--- src/rtl/rtc_set_ctrl_if.sv ---
// Bundle between the button/counter-chain side and the RTC time-set controller.
// master: buttons, tick and live time in; slave: the controller itself.
interface rtc_set_ctrl_if;
  logic       tick_1hz;
  logic       btn_mode;
  logic       btn_inc;
  logic [4:0] cur_hr;
  logic [5:0] cur_min;
  logic       rtc_en;
  logic       load;
  logic [4:0] load_hr;
  logic [5:0] load_min;
  logic [5:0] load_sec;
  logic       editing;
  logic [4:0] edit_hr;
  logic [5:0] edit_min;
  logic       blank_hr;
  logic       blank_min;

  modport master (
    output tick_1hz, btn_mode, btn_inc, cur_hr, cur_min,
    input  rtc_en, load, load_hr, load_min, load_sec,
    input  editing, edit_hr, edit_min, blank_hr, blank_min
  );

  modport slave (
    input  tick_1hz, btn_mode, btn_inc, cur_hr, cur_min,
    output rtc_en, load, load_hr, load_min, load_sec,
    output editing, edit_hr, edit_min, blank_hr, blank_min
  );
endinterface

--- src/rtl/rtc_set_ctrl.sv ---
// Two-button time-set FSM: freezes the RTC, edits hours then minutes, and
// issues a one-cycle parallel load; an idle timeout discards the edit.
module rtc_set_ctrl #(
  parameter int unsigned TIMEOUT_TICKS = 30,
  parameter int unsigned TW            = 5
) (
  input logic          clk,
  input logic          rst,
  rtc_set_ctrl_if.slave bus
);

  typedef enum logic [1:0] {
    RUN     = 2'd0,
    SET_HR  = 2'd1,
    SET_MIN = 2'd2,
    COMMIT  = 2'd3
  } state_t;

  localparam logic [TW-1:0] CNT_LAST = TW'(TIMEOUT_TICKS - 1);

  state_t        state_q, state_d;
  logic          prev_mode_q, prev_inc_q;
  logic [4:0]    edit_hr_q, edit_hr_d;
  logic [5:0]    edit_min_q, edit_min_d;
  logic [TW-1:0] cnt_q, cnt_d;
  logic          blink_q, blink_d;
  logic          load_q, load_d;
  logic [4:0]    load_hr_q, load_hr_d;
  logic [5:0]    load_min_q, load_min_d;

  logic ev_mode, ev_inc;
  logic next_is_edit;

  assign ev_mode = bus.btn_mode & ~prev_mode_q;
  assign ev_inc  = bus.btn_inc  & ~prev_inc_q;

  // Previous-button registers reset to 1 so a button held through reset gives no edge.
  always_ff @(posedge clk or posedge rst) begin
    if (rst) begin
      state_q     <= RUN;
      prev_mode_q <= 1'b1;
      prev_inc_q  <= 1'b1;
      edit_hr_q   <= '0;
      edit_min_q  <= '0;
      cnt_q       <= '0;
      blink_q     <= 1'b0;
      load_q      <= 1'b0;
      load_hr_q   <= '0;
      load_min_q  <= '0;
    end else begin
      state_q     <= state_d;
      prev_mode_q <= bus.btn_mode;
      prev_inc_q  <= bus.btn_inc;
      edit_hr_q   <= edit_hr_d;
      edit_min_q  <= edit_min_d;
      cnt_q       <= cnt_d;
      blink_q     <= blink_d;
      load_q      <= load_d;
      load_hr_q   <= load_hr_d;
      load_min_q  <= load_min_d;
    end
  end

  // Priority in the edit states: MODE edge, then INC edge, then timeout tick.
  always_comb begin
    state_d    = state_q;
    edit_hr_d  = edit_hr_q;
    edit_min_d = edit_min_q;
    cnt_d      = cnt_q;
    case (state_q)
      RUN: begin
        cnt_d = '0;
        if (ev_mode) begin
          state_d    = SET_HR;
          edit_hr_d  = (bus.cur_hr  > 5'd23) ? '0 : bus.cur_hr;
          edit_min_d = (bus.cur_min > 6'd59) ? '0 : bus.cur_min;
        end
      end
      SET_HR: begin
        if (ev_mode) begin
          state_d = SET_MIN;
          cnt_d   = '0;
        end else if (ev_inc) begin
          edit_hr_d = (edit_hr_q == 5'd23) ? '0 : edit_hr_q + 5'd1;
          cnt_d     = '0;
        end else if (bus.tick_1hz) begin
          if (cnt_q == CNT_LAST) begin
            state_d = RUN;
            cnt_d   = '0;
          end else begin
            cnt_d = cnt_q + 1'b1;
          end
        end
      end
      SET_MIN: begin
        if (ev_mode) begin
          state_d = COMMIT;
          cnt_d   = '0;
        end else if (ev_inc) begin
          edit_min_d = (edit_min_q == 6'd59) ? '0 : edit_min_q + 6'd1;
          cnt_d      = '0;
        end else if (bus.tick_1hz) begin
          if (cnt_q == CNT_LAST) begin
            state_d = RUN;
            cnt_d   = '0;
          end else begin
            cnt_d = cnt_q + 1'b1;
          end
        end
      end
      COMMIT: begin
        state_d = RUN;
        cnt_d   = '0;
      end
      default: begin
        state_d = RUN;
        cnt_d   = '0;
      end
    endcase
  end

  // load is registered from the next state so it is high exactly while in COMMIT.
  always_comb begin
    next_is_edit = (state_d == SET_HR) || (state_d == SET_MIN);
    if (!next_is_edit || (state_d != state_q)) begin
      blink_d = 1'b0;
    end else if (bus.tick_1hz) begin
      blink_d = ~blink_q;
    end else begin
      blink_d = blink_q;
    end
    load_d     = (state_d == COMMIT);
    load_hr_d  = load_d ? edit_hr_d  : load_hr_q;
    load_min_d = load_d ? edit_min_d : load_min_q;
  end

  always_comb begin
    bus.rtc_en    = (state_q == RUN);
    bus.editing   = (state_q == SET_HR) || (state_q == SET_MIN);
    bus.blank_hr  = (state_q == SET_HR)  & blink_q;
    bus.blank_min = (state_q == SET_MIN) & blink_q;
    bus.load      = load_q;
    bus.load_hr   = load_hr_q;
    bus.load_min  = load_min_q;
    bus.load_sec  = '0;
    bus.edit_hr   = edit_hr_q;
    bus.edit_min  = edit_min_q;
  end

endmodule
--- src/flat_wrapper.sv ---
// flat-port wrapper written by rule: the top's interface ports become plain ports
module rtc_set_ctrl_flat 
#(
  parameter int unsigned TIMEOUT_TICKS = 30,
  parameter int unsigned TW            = 5
)
  (clk, rst, bus_tick_1hz, bus_btn_mode, bus_btn_inc, bus_cur_hr, bus_cur_min, bus_rtc_en, bus_load, bus_load_hr, bus_load_min, bus_load_sec, bus_editing, bus_edit_hr, bus_edit_min, bus_blank_hr, bus_blank_min);
  rtc_set_ctrl_if bus_i ();
  input logic clk;
  input logic rst;
  input wire logic [$bits(bus_i.tick_1hz)-1:0] bus_tick_1hz;
  input wire logic [$bits(bus_i.btn_mode)-1:0] bus_btn_mode;
  input wire logic [$bits(bus_i.btn_inc)-1:0] bus_btn_inc;
  input wire logic [$bits(bus_i.cur_hr)-1:0] bus_cur_hr;
  input wire logic [$bits(bus_i.cur_min)-1:0] bus_cur_min;
  output wire logic [$bits(bus_i.rtc_en)-1:0] bus_rtc_en;
  output wire logic [$bits(bus_i.load)-1:0] bus_load;
  output wire logic [$bits(bus_i.load_hr)-1:0] bus_load_hr;
  output wire logic [$bits(bus_i.load_min)-1:0] bus_load_min;
  output wire logic [$bits(bus_i.load_sec)-1:0] bus_load_sec;
  output wire logic [$bits(bus_i.editing)-1:0] bus_editing;
  output wire logic [$bits(bus_i.edit_hr)-1:0] bus_edit_hr;
  output wire logic [$bits(bus_i.edit_min)-1:0] bus_edit_min;
  output wire logic [$bits(bus_i.blank_hr)-1:0] bus_blank_hr;
  output wire logic [$bits(bus_i.blank_min)-1:0] bus_blank_min;
  assign bus_i.tick_1hz = bus_tick_1hz;
  assign bus_i.btn_mode = bus_btn_mode;
  assign bus_i.btn_inc = bus_btn_inc;
  assign bus_i.cur_hr = bus_cur_hr;
  assign bus_i.cur_min = bus_cur_min;
  assign bus_rtc_en = bus_i.rtc_en;
  assign bus_load = bus_i.load;
  assign bus_load_hr = bus_i.load_hr;
  assign bus_load_min = bus_i.load_min;
  assign bus_load_sec = bus_i.load_sec;
  assign bus_editing = bus_i.editing;
  assign bus_edit_hr = bus_i.edit_hr;
  assign bus_edit_min = bus_i.edit_min;
  assign bus_blank_hr = bus_i.blank_hr;
  assign bus_blank_min = bus_i.blank_min;
  rtc_set_ctrl #(.TIMEOUT_TICKS(TIMEOUT_TICKS), .TW(TW)) u_core (.clk(clk), .rst(rst), .bus(bus_i));
endmodule
--- config.mk ---
export PLATFORM = sky130hd
export DESIGN_NAME = rtc_set_ctrl_flat
export DESIGN_NICKNAME = d
export VERILOG_FILES = /design/src/rtl/rtc_set_ctrl_if.sv /design/src/rtl/rtc_set_ctrl.sv /design/src/flat_wrapper.sv
export SDC_FILE = /design/constraint.sdc
export NUM_CORES = 1
export LEC_CHECK = 0
export CAP_MARGIN = 25
export CORE_MARGIN = 3
export CORE_UTILIZATION = 56
export CTS_BUF_LIST = sky130_fd_sc_hd__clkbuf_16
export CTS_CLUSTER_DIAMETER = 100
export DETAILED_ROUTE_END_ITERATION = 10
export DONT_BUFFER_PORTS = 1
export PLACE_DENSITY = 0.71
export SYNTH_ARGS = -nofsm -noshare
export SYNTH_HDL_FRONTEND = slang
export SYNTH_SLANG_ARGS = --single-unit
--- constraint.sdc ---
create_clock -name clk -period 2.7 [get_ports clk]
set_clock_uncertainty 0.1 [all_clocks]
set_input_delay 0.135 -clock clk [delete_from_list [all_inputs] [get_ports clk]]
set_output_delay 0.135 -clock clk [all_outputs]
set_load 0.05 [all_outputs]
# Word level (Yosys, flattened, before mapping)

Cells that the tools add are included.

Bits in registers: 33
Output and inout bits: 33

Add/sub/neg operators: 3
Bitwise operators: 7
$lt $le $gt $ge: 2
Mux-type cells: 26
Reductions and logical operators: 8
Equal/unequal tests: 11

Operator list:

| cell                  | number |
|---|---|
| $mux W5               | 9 |
| $mux W6               | 5 |
| $pmux W5 S2           | 2 |
| $mux W2               | 6 |
| $pmux W6 S2           | 1 |
| $add A5 B1 Y5 const B | 2 |
| $eq A5 B5 Y1 const B  | 2 |
| $eq A2 B2 Y1 const B  | 4 |
| $pmux W2 S4           | 1 |
| $add A6 B1 Y6 const B | 1 |
| $eq A6 B6 Y1 const B  | 1 |
| $gt A6 B6 Y1 const B  | 1 |
| $gt A5 B5 Y1 const B  | 1 |
| $and A1 B1 Y1         | 4 |
| $eq A2 B1 Y1 const B  | 2 |
| $ne A4 B1 Y1 const B  | 1 |
| $reduce_or A2 Y1      | 2 |
| $logic_or A1 B1 Y1    | 3 |
| $not A1 Y1            | 3 |
| $logic_not A2 Y1      | 1 |
| $mux W1               | 2 |
| $ne A2 B2 Y1          | 1 |
| $reduce_bool A2 Y1    | 1 |
| $logic_not A1 Y1      | 1 |

# Logic depth before layout (Yosys ltp)

Gate-level depths: netlist of the first run.

Depth after elaboration: 11
Depth in mapped cells: 11
Depth with buffers taken out: 9

# Least setup slack after synthesis of the first run

Ideal clock, no wire load.

Path kind: register -> register
From: reg u_core.state_q[1]
To: reg u_core.load_min_q[2] (netlist: u_core.bus.load_min[2])
Arrival time: 2.355 ns
Cell stages (with the launch flop): 10
Clock period less this slack: 2.537 ns
Slack: 0.163 ns
Library setup time: 0.082 ns
Cell sequence: dfrtp_1 > inv_1 > ha_1 > clkbuf_1 > a21oi_1 > a211oi_1 > ha_1 > clkbuf_1 > nor2_1 > a31oi_1

Elaborated cells between the ends (all ways): 13
Classes of those cells: 4 x eq/ne; 8 x mux; 1 x reduce/logical

RTL lines:

| element                 | line                | source |
|---|---|---|
| start, declared         | rtc_set_ctrl.sv:21  | `state_t state_q, state_d;` |
| start signal, assigned  | rtc_set_ctrl.sv:51  | `state_q <= state_d;` |
| $logic_not A2 Y1        | --                  |  |
| named net bus_rtc_en    | flat_wrapper.sv:16  | `output wire logic [$bits(bus_i.rtc_en)-1:0] bus_rtc_en;` |
| $pmux W2 S4             | rtc_set_ctrl.sv:70  | `case (state_q)` |
| $eq A2 B2 Y1            | rtc_set_ctrl.sv:132 | `load_d = (state_d == COMMIT);` |
| named net u_core.load_d | rtc_set_ctrl.sv:27  | `logic load_q, load_d;` |
| end signal, assigned    | rtc_set_ctrl.sv:60  | `load_min_q <= load_min_d;` |
| end, declared           | rtc_set_ctrl.sv:29  | `logic [5:0] load_min_q, load_min_d;` |

The timed path passes the listed nets, and every way through them passes these cells.
A chain may end at the register's enable or synchronous reset.

# Worst setup path in the final report of the first run

From: reg u_core.state_q[1]
To: reg u_core.load_min_q[1] (netlist: u_core.bus.load_min[1])

Elaborated cells between the ends (all ways): 13
Classes of those cells: 4 x eq/ne; 8 x mux; 1 x reduce/logical

RTL lines:

| element                              | line |
|---|---|
| $eq A2 B2 Y1 (tied with other cells) | rtc_set_ctrl.sv:70 |
| $pmux W2 S4 (*)                      | rtc_set_ctrl.sv:70 |
| named net u_core.state_d[0]          | rtc_set_ctrl.sv:21 |
| $eq A2 B2 Y1 (*)                     | rtc_set_ctrl.sv:132 |
| named net u_core.load_d              | rtc_set_ctrl.sv:27 |

The timed path passes the listed nets; every way through them passes the cells marked *.

==> flow_summary_export.csv, run 1 <==
group,metric,value,unit
clocking,path_clk_slew,0.05,ns
die,initial_utilization,59.39,%
logic_synthesis,yosys_most_used_dff,"dfrtp_1",
timing,finalMaxSlewViolations,0,
clocking,cts_sinks,33,
logic_synthesis,yosysWarningCount,0,
logic_synthesis,synth_most_common_cell,"dfrtp_1",
die,num_rows,21,
worst_setup_path,cp.required,2.78,ns
worst_setup_path,path_max_fanout,19,
pwr,power_density,1366,nW/um2
worst_setup_path,rrSetupSlack,0.40,ns
timing,setup_viol,0,
logic_synthesis,synth_cells,222,
drt,first_pass_iters,4,
drt,viasPerCell,6.270,
pwr,p_seq_share,40.8,%
logic_synthesis,async_flop_share,100.0,%
placed_design,gp_congestion,0.9394,
grt,grt_max_degree,21,
drt,drt_iter0_markers,187,
pwr,p_leak,1.020,nW
logic_synthesis,synth.area.top_cells,"dfrtp_1 (39%), a31oi_1 (6.8%), ha_1 (5.0%)",
clocking,post_cts_buffers,0,
layout,utilization,69.47,%
timing,worstMarginPinSlew,0.7336,ns
clocking,clk_latency,0.27,ns
timing,finalCritPeriodShare,85.13,%
grt,grt_antenna_before_repair,0,
clocking,cts_buffer_depth,2,
worst_setup_path,cp.arrival,2.38,ns
logic_synthesis,ys_seq_area_share,41.14,%
pwr,switching_power,0.001735,W
logic_synthesis,yosysUniqueCellTypes,49,
grt,grt_util_all_layers,24.90,%
drt,drcViolationCount,0,
worst_setup_path,worstSetupStartpointType,"flop",
worst_setup_path,crit_type,"flop to flop",
logic_synthesis,synth_common_cells,"dfrtp_1 (31), nand2_1 (23), a31oi_1 (22), nor2_1 (19)",
timing,layout_min_cycle_time,2.299,ns
clocking,cts_tree,"done",
worst_setup_path,critPathMaxStageDelay,0.42,ns
timing,max_slew_margin,51.04,%
logic_synthesis,syn_area,2013,um2
grt,grt_pass1_vias,1779,
die,die_w,65.96,um
clocking,clock-root-buffer,"clkbuf_16",
timing,fin_tns_setup,0,ns
worst_setup_path,cp_slowest_cell,"dfrtp_1",
timing,finalHoldViolCount,0,
grt,overflow,0,
timing,rsz0062_at_grt,"no",
drt,vias,1812,
logic_synthesis,postSynthAreaPerCell,9.068,um2
pwr,p_sw_share,53.94,%
worst_setup_path,crit_path_end,"u_core.bus.load_min[1]",
layout,area_growth,16.97,%
die,ios,49,
clocking,h-tree-depth,2,
die,die_h,65.96,um
worst_setup_path,rr_startpoint,"u_core.state_q[1]",
layout,multi_input_area,1072,um2
pwr,p_clk_share,16.4,%
worst_setup_path,crit_start,"u_core.state_q[1]",
worst_setup_path,path_cells,"inv_1 > ha_1 > inv_1 > o21ai_0 > a21oi_1 > a21oi_1 > ha_1 > buf_12 > nor2_1 > a41oi_1",
pwr,peakVddDrop,0.0006246,V
die,die-area,4351,um2
layout,num_antenna_cells,0,
logic_synthesis,synth_top_area_cell,"dfrtp_1",
worst_setup_path,r2r_end,"u_core.bus.load_min[1]",
layout,nets,266,
worst_setup_path,r2r_cells,10,
run_status,outcome,"completed",
placed_design,place_hpwl,3746,um
logic_synthesis,synth_edf_count,0,
die,core,3390,um2
logic_synthesis,synth_top_cell_area_share,38.53,%
logic_synthesis,ys_seq_elements,33,
run,drv_cap,0,
pwr,combinationalPowerShare,42.8,%
layout,nFillCells,278,
layout,drive_above_1_share,13.58,%
drt,ant_nets,0,
pwr,p_int,0.001482,W
worst_setup_path,worst_setup_path_end_kind,"flop",
placed_design,placed_area,2136,um2
placed_design,io_buffers,0,
drt,wl_per_cell,17.31,um
pwr,p_total,0.003217,W
timing,fmax,435.0,MHz
layout,regArea,828.3,um2
min_path,hp-class,"input port to flop",
placed_design,dp_cells,273,
layout,fin_area,2355,um2
clocking,numCtsBuffers,5,
layout,stdcell_count,289,
drt,wl,5002,um
grt,grt_pass1_wl,8293,um
==> registers in the layout, summed over array words and instances (netlist names) <==
signal and cells:
u_core.bus.edit_min 6, u_core.bus.load_min 6, u_core.bus.edit_hr 5, u_core.bus.load_hr 5, u_core.cnt_q 5, u_core.state_q 2
u_core.blink_q 1, u_core.bus.load 1, u_core.prev_inc_q 1, u_core.prev_mode_q 1
==> worst min-delay path by stage <==
stage,cells past startpoint,start,endpoint,slack (ns)
2_1_floorplan,0,bus_btn_inc,u_core.prev_inc_q,0.04
3_3_place_gp,0,bus_btn_inc,u_core.prev_inc_q,0.04
3_5_place_dp,0,bus_btn_inc,u_core.prev_inc_q,0.04
4_1_cts,3,bus_cur_hr[1],u_core.bus.edit_hr[1],0.01
5_1_grt,3,bus_cur_hr[1],u_core.bus.edit_hr[1],0.04
6_report,3,bus_cur_hr[1],u_core.bus.edit_hr[1],0.02
==> final cells by class <==
class,count,share of cell area [%]
clock inverter,3,0.5845
inverter,8,1.275
multi-input combinational,168,45.54
clock buffer,5,5.313
tap,46,2.444
timing repair buffer,26,9.671
sequential,33,35.18
==> power groups by stage <==
| stage | logic, W | clock network, W | registers, W |
|---|---|---|---|
| 6_report | 0.00138 | 0.000528 | 0.00131 |
| 5_1_grt | 0.00151 | 0.000560 | 0.00135 |
| 4_1_cts | 0.00137 | 0.000538 | 0.00132 |
| 3_5_place_dp | 0.00135 | 0 | 0.00132 |
| 3_3_place_gp | 0.00131 | 0 | 0.00132 |
| 2_1_floorplan | 0.000848 | 0 | 0.00146 |
==> cell families (layout without fill, tap and decap cells) <==
group / count (synthesis) / count (layout) / share of synthesized area, %
buf+inv: 26 / 42 / 6.526
flops: 33 / 33 / 41.14
fa+ha+maj: 8 / 8 / 4.972
other cells: 1 / 6 / 0.1863
xor+xnor: 4 / 4 / 1.741
mux: 1 / 1 / 0.4972
simple gates: 93 / 93 / 24.86
compound gates: 56 / 56 / 20.07
==> layout by cell type (no fill, tap or decap), types with 3 or more instances in the layout <==
cell and count:
and3_1 5, nand2b_1 5, buf_4 17, dlygate4sd3_1 8, nor2b_1 3, a41oi_1 4
o21ai_0 3, a31oi_1 22, ha_1 8, clkbuf_16 5, nand2_1 23, nand4_1 7
nor4_1 4, a21oi_1 8, conb_1 6, nor2_1 19, a211oi_1 4, dfrtp_1 31
nor3b_1 4, inv_1 9, nand3_1 7
==> through the flow <==
step                      hold WS (ns)  setup slack (ns)
final                          0.01866            0.4014
after detailed placement       0.03971            0.4633
after global placement         0.03964            0.5344
after global routing           0.03766            0.2049
after CTS                      0.01495            0.4131
after floorplan                0.03948            0.1629
==> critical path: cells and delay by family, from the launching register on <==
kind / cells / cell delay (ns)
buf+inv: 3 / 0.45
flops: 1 / 0.42
compound gates: 4 / 0.66
simple gates: 1 / 0.05
fa+ha+maj: 2 / 0.53
==> layer usage <==
layer	global-route usage (%)	vias to the layer above	wire, um	share of wire, %
met5	0	-	0	0
met2	42.80	92	2520	50
met3	6.973	11	359	7.2
met4	9.137	0	94	1.9
li1	-	849	-	-
met1	29.50	860	2027	41
==> repair_timing <==
action	4_1_cts	5_1_grt
endpoints found under the setup margin	0	0
hold buffers	8	0
resized for setup	0	0
hold endpoints to repair	25	0
No activity file was read; power rests on OpenSTA's default activity.
==> run 2: changes to the inputs <==
- CELL_PAD_IN_SITES_DETAIL_PLACEMENT: unset -> 0
- CELL_PAD_IN_SITES_GLOBAL_PLACEMENT: unset -> 1
- CORE_UTILIZATION: 56 -> 47
- PLACE_DENSITY: 0.71 -> unset
- PLACE_DENSITY_LB_ADDON: unset -> 0.1
==> flow_summary_export.csv, run 2 (synthesis results as in run 1) <==
group,metric,value,unit
run_status,outcome,"completed",
grt,grt_antenna_before_repair,0,
drt,ant_nets,0,
die,initial_utilization,49.61,%
run,drv_cap,0,
layout,area_growth,17.40,%
drt,vias,1819,
worst_setup_path,rr_startpoint,"u_core.state_q[1]",
layout,fin_area,2364,um2
layout,regArea,828.3,um2
drt,drcViolationCount,0,
timing,finalMaxSlewViolations,0,
worst_setup_path,crit_type,"flop to flop",
worst_setup_path,path_cells,"inv_1 > ha_1 > inv_1 > o21ai_0 > a21oi_1 > a21oi_1 > ha_1 > buf_4 > nor2_1 > a41oi_1",
timing,whs,0.01909,ns
clocking,cts_buffer_depth,2,
drt,viasPerCell,6.229,
timing,rsz0062_at_grt,"no",
layout,nFillCells,363,
pwr,power_density,1401,nW/um2
worst_setup_path,path_max_fanout,23,
grt,grt_pass1_vias,1822,
timing,finalHoldViolCount,0,
placed_design,dp_cells,276,
grt,grt_pass1_wl,8894,um
drt,wl,5356,um
worst_setup_path,path_delay_family,"compound AO/OA/AOI/OAI gates",
timing,fin_tns_setup,0,ns
clocking,cts_sinks,33,
timing,finalCritPeriodShare,81.39,%
grt,overflow,0,
worst_setup_path,worstSetupStartpointType,"flop",
layout,nets,265,
clocking,numCtsBuffers,5,
layout,multi_input_area,1072,um2
placed_design,placed_area,2121,um2
die,die-area,5104,um2
die,num_rows,23,
pwr,peakVddDrop,0.0007669,V
grt,grt_util_all_layers,21.93,%
drt,drt_iter0_markers,110,
worst_setup_path,cp_slowest_cell,"dfrtp_1",
clocking,h-tree-depth,2,
timing,worstMarginPinSlew,0.6778,ns
layout,num_antenna_cells,0,
layout,drive_above_1_share,12.81,%
placed_design,io_buffers,0,
worst_setup_path,cp.required,2.79,ns
layout,stdcell_count,292,
die,die_w,71.45,um
min_path,hold_start,"bus_cur_hr[1]",
placed_design,place_hpwl,3963,um
grt,grt_max_degree,24,
clocking,cts_tree,"done",
die,die_h,71.45,um
worst_setup_path,cp_num_buf_inv,3,
layout,final_common_cell,"dfrtp_1",
die,core,4058,um2
timing,max_slew_margin,54.77,%
worst_setup_path,crit_start,"u_core.state_q[1]",
worst_setup_path,worst_setup_path_end_kind,"flop",
worst_setup_path,cp.arrival,2.29,ns
worst_setup_path,critPathMaxStageDelay,0.42,ns
clocking,path_clk_slew,0.05,ns
drt,wl_per_cell,18.34,um
clocking,clock-root-buffer,"clkbuf_16",
layout,layout_common_cells,"dfrtp_1 (31), nand2_1 (23), a31oi_1 (22)",
drt,first_pass_iters,4,
pwr,p_leak,1.021,nW
clocking,clk_latency,0.27,ns
timing,layout_min_cycle_time,2.198,ns
pwr,p_total,0.003312,W
placed_design,gp_congestion,0.8902,
worst_setup_path,rrSetupSlack,0.50,ns
timing,fmax,455.0,MHz
min_path,hp-class,"input port to flop",
timing,setup_viol,0,
die,ios,49,
## run 2: cell count changes in the layout (fill, tap and decap cells not counted)
cell       before  now
buf_12          1    0
bufinv_16       0    1
clkinv_2        2    0
clkinv_1        0    1
## run 2: layout make-up
class,count,area share (%)
Sequential cell,33,35.04
Clock buffer,5,5.294
Inverter,8,1.271
Clock inverter,3,1.588
Timing Repair Buffer,25,8.788
Tap cell,50,2.647
Multi-Input combinational cell,168,45.37
## run 2: routing by layer
layer	routed length [um]	vias to the layer above	track usage (%)
met3	357	9	6.171
met1	2354	891	28.34
met2	2576	64	36.02
met4	68	0	6.054
li1	-	855	-
met5	0	-	0
## run 2: final timing paths
path / to / depth (start not counted)
worst max-delay path: u_core.bus.load_min[1] / 10
worst min-delay path: u_core.bus.edit_hr[1] / 3
worst max register to register: u_core.bus.load_min[1] / 10
worst min register to register: u_core.cnt_q[4] / 2
max in group asynchronous: u_core.prev_inc_q / 3
min in group asynchronous: u_core.bus.load_hr[1] / 2
## run 2: worst register-to-register path, delay by kind of cell, from the launching register on
family	cells	cell delay [ns]
DFF	1	0.42
and+or+nand+nor	1	0.09
adders and majority gates	2	0.37
AOI/OAI and AO/OA	4	0.61
buffers and inverters	3	0.53
## run 2: where the power goes
group	switching (W)	leakage (nW)	internal [W]
registers	0.000642	0.400	0.000690
clock network	0.000198	0.0826	0.000428
logic	0.000912	0.538	0.000441
## run 2: metrics by stage
stage	util [%]	setup slack (ns)
after detailed placement	52.27	0.5220
after floorplan	-	0.1629
after global placement	52.27	0.5793
final	58.25	0.5024
after CTS	58.25	0.5236
after global routing	58.25	0.2971
## run 2: what timing repair did
action / 4_1_cts / 5_1_grt
hold endpoints to repair: 24 / 0
hold buffers: 8 / 0
gates resized for setup: 0 / 0
buffers inserted: 0 / 0
setup endpoints to repair: 0 / 0
==> run 3: changes to the inputs <==
- CORE_UTILIZATION: 47 -> 42
- clock period: 2.7 -> 1.8 ns (I/O delays scaled with it)
==> flow_summary_export.csv, run 3 (synthesis results as in run 1) <==
group,metric,value,unit
run_status,outcome,"complete, but fails checks",
run_status,violations,"setup timing",
timing,whs,0.01023,ns
pwr,p_leak,1.279,nW
clocking,clk_latency,0.28,ns
drt,wl,6156,um
die,die-area,5660,um2
placed_design,place_hpwl,4144,um
worst_setup_path,worstSetupStartpointType,"flop",
timing,fin_tns_setup,-3.040,ns
die,die_w,75.24,um
layout,stdcell_count,346,
die,ios,49,
die,initial_utilization,44.69,%
run,drv_cap,0,
pwr,switching_power,0.003030,W
die,core,4504,um2
grt,grt_max_degree,34,
grt,grt_antenna_before_repair,0,
clocking,h-tree-depth,2,
pwr,p_int,0.002931,W
timing,finalMaxSlewViolations,0,
layout,layout_common_cells,"buf_4 (56), dfrtp_1 (28), nand2_1 (21)",
drt,ant_nets,0,
layout,utilization,67.94,%
timing,layout_min_cycle_time,2.100,ns
layout,num_antenna_cells,0,
pwr,p_clk_share,13.7,%
drt,vias,2029,
layout,drive_above_1_share,42.86,%
layout,nets,317,
worst_setup_path,cp.arrival,2.19,ns
worst_setup_path,r2r_cells,11,
pwr,p_sw_share,50.83,%
clocking,path_clk_slew,0.06,ns
worst_setup_path,path_max_fanout,7,
pwr,combinationalPowerShare,55.6,%
layout,area_growth,52.02,%
clocking,cts_sinks,33,
drt,viasPerCell,5.864,
drt,drt_iter0_markers,123,
timing,finalCritPeriodShare,116.7,%
drt,first_pass_iters,6,
timing,worstMarginPinSlew,0.5469,ns
timing,setup_viol,14,
clocking,clock-root-buffer,"clkbuf_16",
pwr,peakVddDrop,0.001092,V
pwr,p_seq_share,30.7,%
clocking,cts_buffer_depth,2,
grt,overflow,0,
layout,nFillCells,346,
timing,fin_ws,-0.2998,ns
drt,wl_per_cell,17.79,um
worst_setup_path,crit_type,"flop to flop",
grt,grt_util_all_layers,22.28,%
timing,finalHoldViolCount,0,
worst_setup_path,cp.required,1.89,ns
placed_design,io_buffers,0,
worst_setup_path,worst_setup_path_end_kind,"flop",
placed_design,gp_congestion,0.8258,
min_path,hp-class,"input port to flop",
die,num_rows,24,
die,die_h,75.24,um
pwr,power_density,1948,nW/um2
grt,grt_pass1_vias,2020,
clocking,numCtsBuffers,5,
drt,drcViolationCount,0,
clocking,cts_tree,"done",
placed_design,dp_cells,310,
timing,max_slew_margin,63.54,%
layout,final_common_cell,"buf_4",
timing,rsz0062_at_grt,"yes",
pwr,p_total,0.005961,W
grt,grt_pass1_wl,9584,um
timing,fmax,476.2,MHz
min_path,holdPathStages,3,
[run 3: changes by cell type in the layout (fill, tap and decap cells not counted), sizes merged]
cell         delta
buf            +48
dlygate4sd3     +4
bufinv          -1
clkinv          +1
clkinvlp        +1
inv             -1
[run 3: repair_timing]
item,CTS,global route
setup buffers,10,6
resized for setup,10,43
pin swaps,9,12
gates cloned,1,0
setup endpoints to repair,16,24
hold buffers,12,0
endpoints found under the hold margin,48,0
[run 3: area by class of cell]
| cell class | instances | area (um2) | area share (%) |
|---|---|---|---|
| inverters | 8 | 30.03 | 0.9812 |
| well taps | 52 | 65.06 | 2.126 |
| multi-input cells | 168 | 1331 | 43.50 |
| repair buffers | 77 | 659.4 | 21.55 |
| clock buffers | 5 | 125.1 | 4.088 |
| flip-flops and latches | 33 | 832.0 | 27.19 |
| clock inverters | 3 | 17.52 | 0.5724 |
[run 3: power groups by stage]
stage / sequential (W) / combinational (W) / clock, W
after floorplan: 0.00221 / 0.00146 / 0
after global placement: 0.00178 / 0.00267 / 0
after detailed placement: 0.00180 / 0.00272 / 0
after CTS: 0.00179 / 0.00300 / 0.000841
after global routing: 0.00187 / 0.00358 / 0.000884
final: 0.00183 / 0.00331 / 0.000817
[run 3: final timing paths]
kind	startpoint	to	slack, ns
max in group asynchronous	rst	u_core.prev_inc_q	1.02
hold reg to reg	u_core.cnt_q[4]	u_core.cnt_q[4]	0.45
hold / removal	bus_tick_1hz	u_core.blink_q	0.01
min in group asynchronous	rst	u_core.bus.load_hr[3]	0.25
setup reg to reg	u_core.cnt_q[1]	u_core.bus.load_hr[2]	-0.30
setup / recovery	u_core.cnt_q[1]	u_core.bus.load_hr[2]	-0.30
[run 3: through the flow]
step	cell area [um2]	setup slack (ns)
6_report	3060	-0.2998
5_1_grt	3060	-0.3752
4_1_cts	2836	-0.1910
3_5_place_dp	2419	-0.2689
3_3_place_gp	2419	-0.1707
2_1_floorplan	2125	-0.1646
[run 3: layer usage]
| layer | wire, um | GRT usage [%] |
|---|---|---|
| met1 | 2593 | 28.78 |
| met2 | 3119 | 37.04 |
| met3 | 379 | 4.806 |
| met4 | 64 | 7.379 |
| met5 | 0 | 0 |
[run 3: critical path, cell delays in order, from the launching register on]
cell,delay [ns]
dfrtp_1,0.38
inv_1,0.06
ha_2,0.15
and4_1,0.20
nand4_1,0.17
buf_4,0.18
a21oi_2,0.14
a21oi_2,0.07
ha_4,0.19
buf_12,0.14
buf_6,0.11
a31oi_1,0.12
